`src/rtl/force_writeback_ctrl.sv`:
```
// force_writeback_ctrl: drains the electrostatics force-result stream into the
// host-memory write master. The stream has no backpressure. Words are
// skid-buffered in a small FIFO, the write master is programmed once per pass,
// and the words are pushed into the master's user write buffer.
//
// Optional build macro: FORCE_WB_TRAILER_EN
//   When defined, one status trailer word is appended after the last force word
//   of every pass. The write master length includes the trailer.
//
// state     | meaning
// ----------+------------------------------------------------------------
// IDLE      | waiting for start; force words are ignored
// PROGRAM   | control_go pulse with base/length; FIFO already accepting
// STREAM    | popping FIFO into the write master buffer
// WAIT_DONE | all words (and trailer) pushed; waiting for control_done
// DONE      | emit the done pulse, then return to IDLE

module force_writeback_ctrl #(
  parameter int DATA_WIDTH      = 128,
  parameter int FIFO_DEPTH      = 16,
  parameter int FIFO_ADDR_WIDTH = 4,
  parameter int ADDR_WIDTH      = 32,
  parameter int COUNT_WIDTH     = 16,
  parameter int BYTES_PER_WORD  = 16
) (
  input  logic                   clk,
  input  logic                   rst,
  input  logic                   start,
  input  logic [ADDR_WIDTH-1:0]  base_addr,
  input  logic [COUNT_WIDTH-1:0] num_particles,
  input  logic                   force_valid,
  input  logic [DATA_WIDTH-1:0]  force_data,
  output logic                   control_fixed_location,
  output logic [ADDR_WIDTH-1:0]  control_base,
  output logic [ADDR_WIDTH-1:0]  control_length,
  output logic                   control_go,
  input  logic                   control_done,
  output logic                   user_write_buffer,
  output logic [DATA_WIDTH-1:0]  user_buffer_output_data,
  input  logic                   user_buffer_full,
  output logic                   busy,
  output logic                   done,
  output logic                   overflow_err,
  output logic [COUNT_WIDTH-1:0] words_written
);

  typedef enum logic [2:0] {
    S_IDLE,
    S_PROGRAM,
    S_STREAM,
    S_WAIT_DONE,
    S_DONE
  } state_t;

  localparam logic [FIFO_ADDR_WIDTH:0] FIFO_FULL_CNT = (FIFO_ADDR_WIDTH+1)'(FIFO_DEPTH);
  localparam logic [FIFO_ADDR_WIDTH:0] FIFO_ONE      = (FIFO_ADDR_WIDTH+1)'(1);
  localparam logic [FIFO_ADDR_WIDTH-1:0] PTR_ONE     = FIFO_ADDR_WIDTH'(1);
  localparam logic [COUNT_WIDTH-1:0] CNT_ONE         = COUNT_WIDTH'(1);

  state_t                     state;
  logic [COUNT_WIDTH-1:0]     num_lat;
  logic [COUNT_WIDTH-1:0]     accepted_cnt;
  logic [DATA_WIDTH-1:0]      fifo_mem [FIFO_DEPTH];
  logic [FIFO_ADDR_WIDTH-1:0] wr_ptr;
  logic [FIFO_ADDR_WIDTH-1:0] rd_ptr;
  logic [FIFO_ADDR_WIDTH:0]   fifo_cnt;

  logic                  accept_state;
  logic                  fifo_empty;
  logic                  fifo_full;
  logic                  in_ok;
  logic                  word_pop;
  logic                  accept;
  logic                  drop;
  logic                  fifo_write;
  logic                  fifo_read;
  logic [DATA_WIDTH-1:0] pop_data;

  assign control_fixed_location = 1'b0;

  assign accept_state = (state == S_PROGRAM) || (state == S_STREAM) || (state == S_WAIT_DONE);
  assign fifo_empty   = (fifo_cnt == '0);
  assign fifo_full    = (fifo_cnt == FIFO_FULL_CNT);
  // A word is eligible while the pass still has quota left.
  assign in_ok        = force_valid && accept_state && (accepted_cnt != num_lat);
  // An empty FIFO is bypassed so a word can reach the write buffer one cycle after arrival.
  assign word_pop     = (state == S_STREAM) && !user_buffer_full && (!fifo_empty || in_ok);
  // Full and empty are exclusive, so a pop that frees a slot can be taken here without a loop.
  assign accept       = in_ok && (!fifo_full || word_pop);
  assign drop         = force_valid && accept_state && !accept;
  assign fifo_write   = accept && !(word_pop && fifo_empty);
  assign fifo_read    = word_pop && !fifo_empty;
  assign pop_data     = fifo_empty ? force_data : fifo_mem[rd_ptr];

`ifdef FORCE_WB_TRAILER_EN
  // The listed trailer fields total 96 bits; they are zero-extended into the low bits of the word.
  logic [DATA_WIDTH-1:0] trailer_word;
  assign trailer_word = DATA_WIDTH'({16'h0, overflow_err, 15'h0, 16'h0, words_written, 32'hF0CE_D0E5});
`endif

  // FIFO storage; contents are don't-care until written, so no reset.
  always_ff @(posedge clk) begin
    if (fifo_write) fifo_mem[wr_ptr] <= force_data;
  end

  // Pass sequencing, FIFO bookkeeping and all registered outputs.
  always_ff @(posedge clk or negedge rst) begin
    if (!rst) begin
      state                   <= S_IDLE;
      num_lat                 <= '0;
      accepted_cnt            <= '0;
      wr_ptr                  <= '0;
      rd_ptr                  <= '0;
      fifo_cnt                <= '0;
      control_base            <= '0;
      control_length          <= '0;
      control_go              <= 1'b0;
      user_write_buffer       <= 1'b0;
      user_buffer_output_data <= '0;
      busy                    <= 1'b0;
      done                    <= 1'b0;
      overflow_err            <= 1'b0;
      words_written           <= '0;
    end else begin
      control_go        <= 1'b0;
      user_write_buffer <= 1'b0;
      done              <= 1'b0;

      if (fifo_write) wr_ptr <= wr_ptr + PTR_ONE;
      if (fifo_read)  rd_ptr <= rd_ptr + PTR_ONE;
      if (fifo_write && !fifo_read)      fifo_cnt <= fifo_cnt + FIFO_ONE;
      else if (!fifo_write && fifo_read) fifo_cnt <= fifo_cnt - FIFO_ONE;
      if (accept) accepted_cnt <= accepted_cnt + CNT_ONE;
      if (drop)   overflow_err <= 1'b1;

      case (state)
        S_IDLE: begin
          if (start) begin
            num_lat       <= num_particles;
            accepted_cnt  <= '0;
            words_written <= '0;
            overflow_err  <= 1'b0;
            wr_ptr        <= '0;
            rd_ptr        <= '0;
            fifo_cnt      <= '0;
            busy          <= 1'b1;
`ifdef FORCE_WB_TRAILER_EN
            control_go     <= 1'b1;
            control_base   <= base_addr;
            control_length <= (ADDR_WIDTH'(num_particles) + ADDR_WIDTH'(1)) * ADDR_WIDTH'(BYTES_PER_WORD);
            state          <= S_PROGRAM;
`else
            if (num_particles == '0) begin
              state <= S_DONE;
            end else begin
              control_go     <= 1'b1;
              control_base   <= base_addr;
              control_length <= ADDR_WIDTH'(num_particles) * ADDR_WIDTH'(BYTES_PER_WORD);
              state          <= S_PROGRAM;
            end
`endif
          end
        end
        S_PROGRAM: begin
          state <= S_STREAM;
        end
        S_STREAM: begin
          if (word_pop) begin
            user_write_buffer       <= 1'b1;
            user_buffer_output_data <= pop_data;
            words_written           <= words_written + CNT_ONE;
`ifndef FORCE_WB_TRAILER_EN
            if ((words_written + CNT_ONE) == num_lat) state <= S_WAIT_DONE;
`endif
          end
`ifdef FORCE_WB_TRAILER_EN
          // Quota exhausted means the FIFO is drained, so the trailer never races a force word.
          else if ((words_written == num_lat) && !user_buffer_full) begin
            user_write_buffer       <= 1'b1;
            user_buffer_output_data <= trailer_word;
            state                   <= S_WAIT_DONE;
          end
`endif
        end
        S_WAIT_DONE: begin
          if (control_done) state <= S_DONE;
        end
        S_DONE: begin
          done  <= 1'b1;
          busy  <= 1'b0;
          state <= S_IDLE;
        end
        default: begin
          busy  <= 1'b0;
          state <= S_IDLE;
        end
      endcase
    end
  end

endmodule

```
`config.mk`:
```
export PLATFORM = sky130hd
export DESIGN_NAME = force_writeback_ctrl
export DESIGN_NICKNAME = d
export VERILOG_FILES = /design/src/rtl/force_writeback_ctrl.sv
export SDC_FILE = /design/constraint.sdc
export NUM_CORES = 2
export LEC_CHECK = 0
export ABC_AREA = 0
export CAP_MARGIN = 20
export CORE_ASPECT_RATIO = 1.2
export CORE_MARGIN = 5
export CORE_UTILIZATION = 35
export DETAILED_ROUTE_END_ITERATION = 6
export SLEW_MARGIN = 10
export SYNTH_ARGS = -nofsm -noshare
export SYNTH_HDL_FRONTEND = slang
export SYNTH_SLANG_ARGS = --single-unit
export TNS_END_PERCENT = 10
```
`constraint.sdc`:
```
create_clock -name clk -period 22.5 [get_ports clk]
set_input_delay 4.5 -clock clk [delete_from_list [all_inputs] [get_ports clk]]
set_output_delay 4.5 -clock clk [all_outputs]
set_load 0.005 [all_outputs]
```
==> summary.txt <==
Status
  • Status: finished, final reports clean

Run
  • Max Cap Viol: 0

Floorplan
  • Die footprint: 262000 sq um
  • Die W: 468 um
  • Site row count: 201
  • Core area: 250000 sq um
  • Die extent in y: 560 um
  • Initial Utilization: 35.2%
  • Top Ports: 396

Placed design
  • GPL Wtd Cong: 0.762
  • Buffers on Ports: 378
  • Placed Instance Area: 95700 sq um
  • Detailed placement HPWL: 121000 um

Clock tree
  • Resized Gates After CTS: 0
  • CTS hold repair buffers: 0
  • Reg clk slew, reported paths: 0.06 ns
  • Post-CTS Setup Inserts: 0
  • H-tree levels: 4
  • Clock tree sinks: 2293
  • Clk buf depth: 4
  • CTS tree: done
  • Root Buffer: clkbuf_16
  • Worst-skew pair later-pin latency: 0.85 ns
  • TritonCTS buffer count: 219

Synth
  • Share of Yosys cell area claimed by the top area cell type: 69.8%
  • Synth area leader: edfxtp_1
  • Post-synth EDFFs: 2048
  • Register area share after synthesis: 76.8%
  • Post-synth cell types: 72
  • Seq cells post-synth: 2293
  • Cell Area, Synth: 88100 sq um
  • Synthesis warning total: 0
  • Synth area leaders: edfxtp_1 70%, mux4_2 13%, dfrtp_1 7.0%
  • Main flop type after synthesis: edfxtp_1
  • Avg Synthesized Cell Area: 21.2 sq um
  • Ys async rst share: 10.7%
  • Synth Instances: 4161

Detailed routing
  • Post-route DRC: 0
  • Drt first pass iters: 6
  • Initial DRC Count: 4014
  • Antenna viol nets, final: 0
  • Drt total wl: 221000 um
  • Avg WL per Cell: 27.2 um
  • Vias: 43700
  • Via density: 5.38

Final layout
  • Design Area, Final: 103000 sq um
  • Layout cells sized above 1: 21.0%
  • Area grow syn2layout: 17.0%
  • Layout net count: 4773

Timing
  • Sum Neg Setup Slack: 0 ns
  • Fmax: 109 MHz
  • Final setup skew: 0.0487 ns
  • Final Max Slew Viols: 0
  • Fin crit share: 40.7%
  • Fin. Hold Viols: 0
  • Setup Viol. Count Final: 0
  • Fin crit period: 9.16 ns
  • Worst Tran Pin Value: 1.19 ns
  • Hold WS: 0.497 ns
  • Max-slew headroom at the worst pin: 20.7%
  • RSZ-0062 raised after global routing: no

Setup path
  • CP Capture Type: register
  • Buf/Inv on CP: 4
  • Worst setup SP type: input port
  • Cell mode on critical path: buf_4
  • Cell breakdown of the critical path: clkdlybuf4s50_1 -> nor4b_4 -> buf_4 -> xor2_1 -> a21o_1 -> nor2_1 -> nand2_1 -> nor3b_2 -> buf_4 -> buf_4
  • CP peak stage delay: 0.90 ns
  • Crit path max-delay family: buffers and inverters
  • WP data arrival: 9.59 ns
  • Slowest-stage cell, CP: buf_4
  • Worst EP required: 22.93 ns
  • Setup CP Type: input port to register
  • Crit path max fanout: 70

Global route
  • Vias in the first global route: 45300
  • Largest net degree at the start of global routing: 129
  • Grt ovf: 0
  • First-pass GRT wire length: 323000 um
  • Total Routing Usage GR: 16.6%
  • Initial antenna violation count: 34

Power and ir drop
  • Pleak: 32.8 nW
  • Power per standard cell area: 116 nW/um^2
  • IR drop worst, VDD: 0.0674 mV

Min path
  • HP Class: register to register
[through the flow]
| step | total power [mW] | std cells | setup WS (ns) | util (%) |
|---|---|---|---|---|
| floorplan | 7.16 | 4177 | 6.91 | - |
| global placement | 8.29 | 7707 | 12.55 | 38.2 |
| detailed placement | 8.33 | 7707 | 12.46 | 38.2 |
| CTS | 12.1 | 8110 | 13.35 | 41.2 |
| global route | 12.5 | 8120 | 13.03 | 41.2 |
| finish | 11.9 | 8130 | 13.34 | 41.2 |
[where the power goes]
part	switching [mW]	internal, mW	total, mW
registers	0.296	5.06	5.35
logic	1.47	1.36	2.83
clock network	1.58	2.19	3.77
total	3.34	8.61	11.9
[state kept, by name, summed over array words and instances, names as in the netlist, 3 cells and up]
register                 flops
fifo_cnt                     5
num_lat                     16
control_length              16
accepted_cnt                16
words_written               16
fifo_mem                  2048
rd_ptr                       4
state                        3
wr_ptr                       4
control_base                32
user_buffer_output_data    128
[final timing paths]
| check | startpoint | end | slack (ns) | cells after the start |
|---|---|---|---|---|
| max | user_buffer_full | fifo_mem[7][36] | 13.34 | 10 |
| min in group asynchronous | rst | words_written[8] | 3.69 | 1 |
| min reg2reg | control_length[12] | control_length[12] | 0.50 | 1 |
| max in group asynchronous | rst | user_buffer_output_data[42] | 16.28 | 4 |
| max reg2reg | rd_ptr[0] | user_buffer_output_data[63] | 16.10 | 9 |
| min | control_length[12] | control_length[12] | 0.50 | 1 |
[cell families after synthesis]
logic type	synth area share, %
and+or+nand+nor	2.33
DFF	76.8
AOI/OAI and AO/OA	5.22
xor gates and xnor gates	0.467
other	0.00426
muxes	13.6
adders and majority gates	0.142
buffers and inverters	1.44
[area by class of cell]
type | instances | area [sq um]
diodes | 18 | 45.0
clock buffers | 294 | 6080
clock inverters | 109 | 1260
fillers | 21700 | 147000
inverters | 16 | 60.1
multi-input cells | 1594 | 19300
flip-flops and latches | 2293 | 67600
well taps | 3349 | 4190
repair buffers | 457 | 4480
[layout by cell type, fill, tap and decap left out, types with 23 or more instances in the layout]
cell | synthesis | routed
edfxtp_1 | 2048 | 2048
mux4_2 | 513 | 513
clkdlybuf4s50_1 | 0 | 377
a22oi_1 | 254 | 254
dfrtp_1 | 245 | 243
clkbuf_16 | 0 | 222
a21oi_1 | 149 | 149
and2_1 | 134 | 129
a221o_1 | 127 | 127
nand2_1 | 84 | 83
buf_4 | 20 | 72
clkbuf_1 | 166 | 47
clkinv_2 | 0 | 36
mux2_2 | 33 | 33
bufinv_16 | 0 | 26
clkinv_1 | 0 | 26
clkbuf_8 | 0 | 25
xnor2_1 | 24 | 24
xor2_1 | 23 | 23
[Yosys cell counts, drive strengths merged, types with 13 or more instances]
cell    number
edfxtp    2048
mux4       513
a22oi      254
dfrtp      245
clkbuf     167
a21oi      149
and2       134
a221o      127
buf        107
nand2       85
mux2        33
xnor2       24
nor2        23
xor2        23
nand3       19
o21ai       18
a22o        17
inv         16
a31oi       15
nand4       13
nor4        13
[routing by layer]
metal  global-route usage [%]  routed length [um]  vias to the layer above
li1                         -                   -                    18400
met1                     22.2               90200                    23600
met2                     27.6              110000                     1456
met3                     3.10               14600                      324
met4                     4.93                5880                       14
met5                        0                  79                        -
Power figures use the tool's default switching activity.
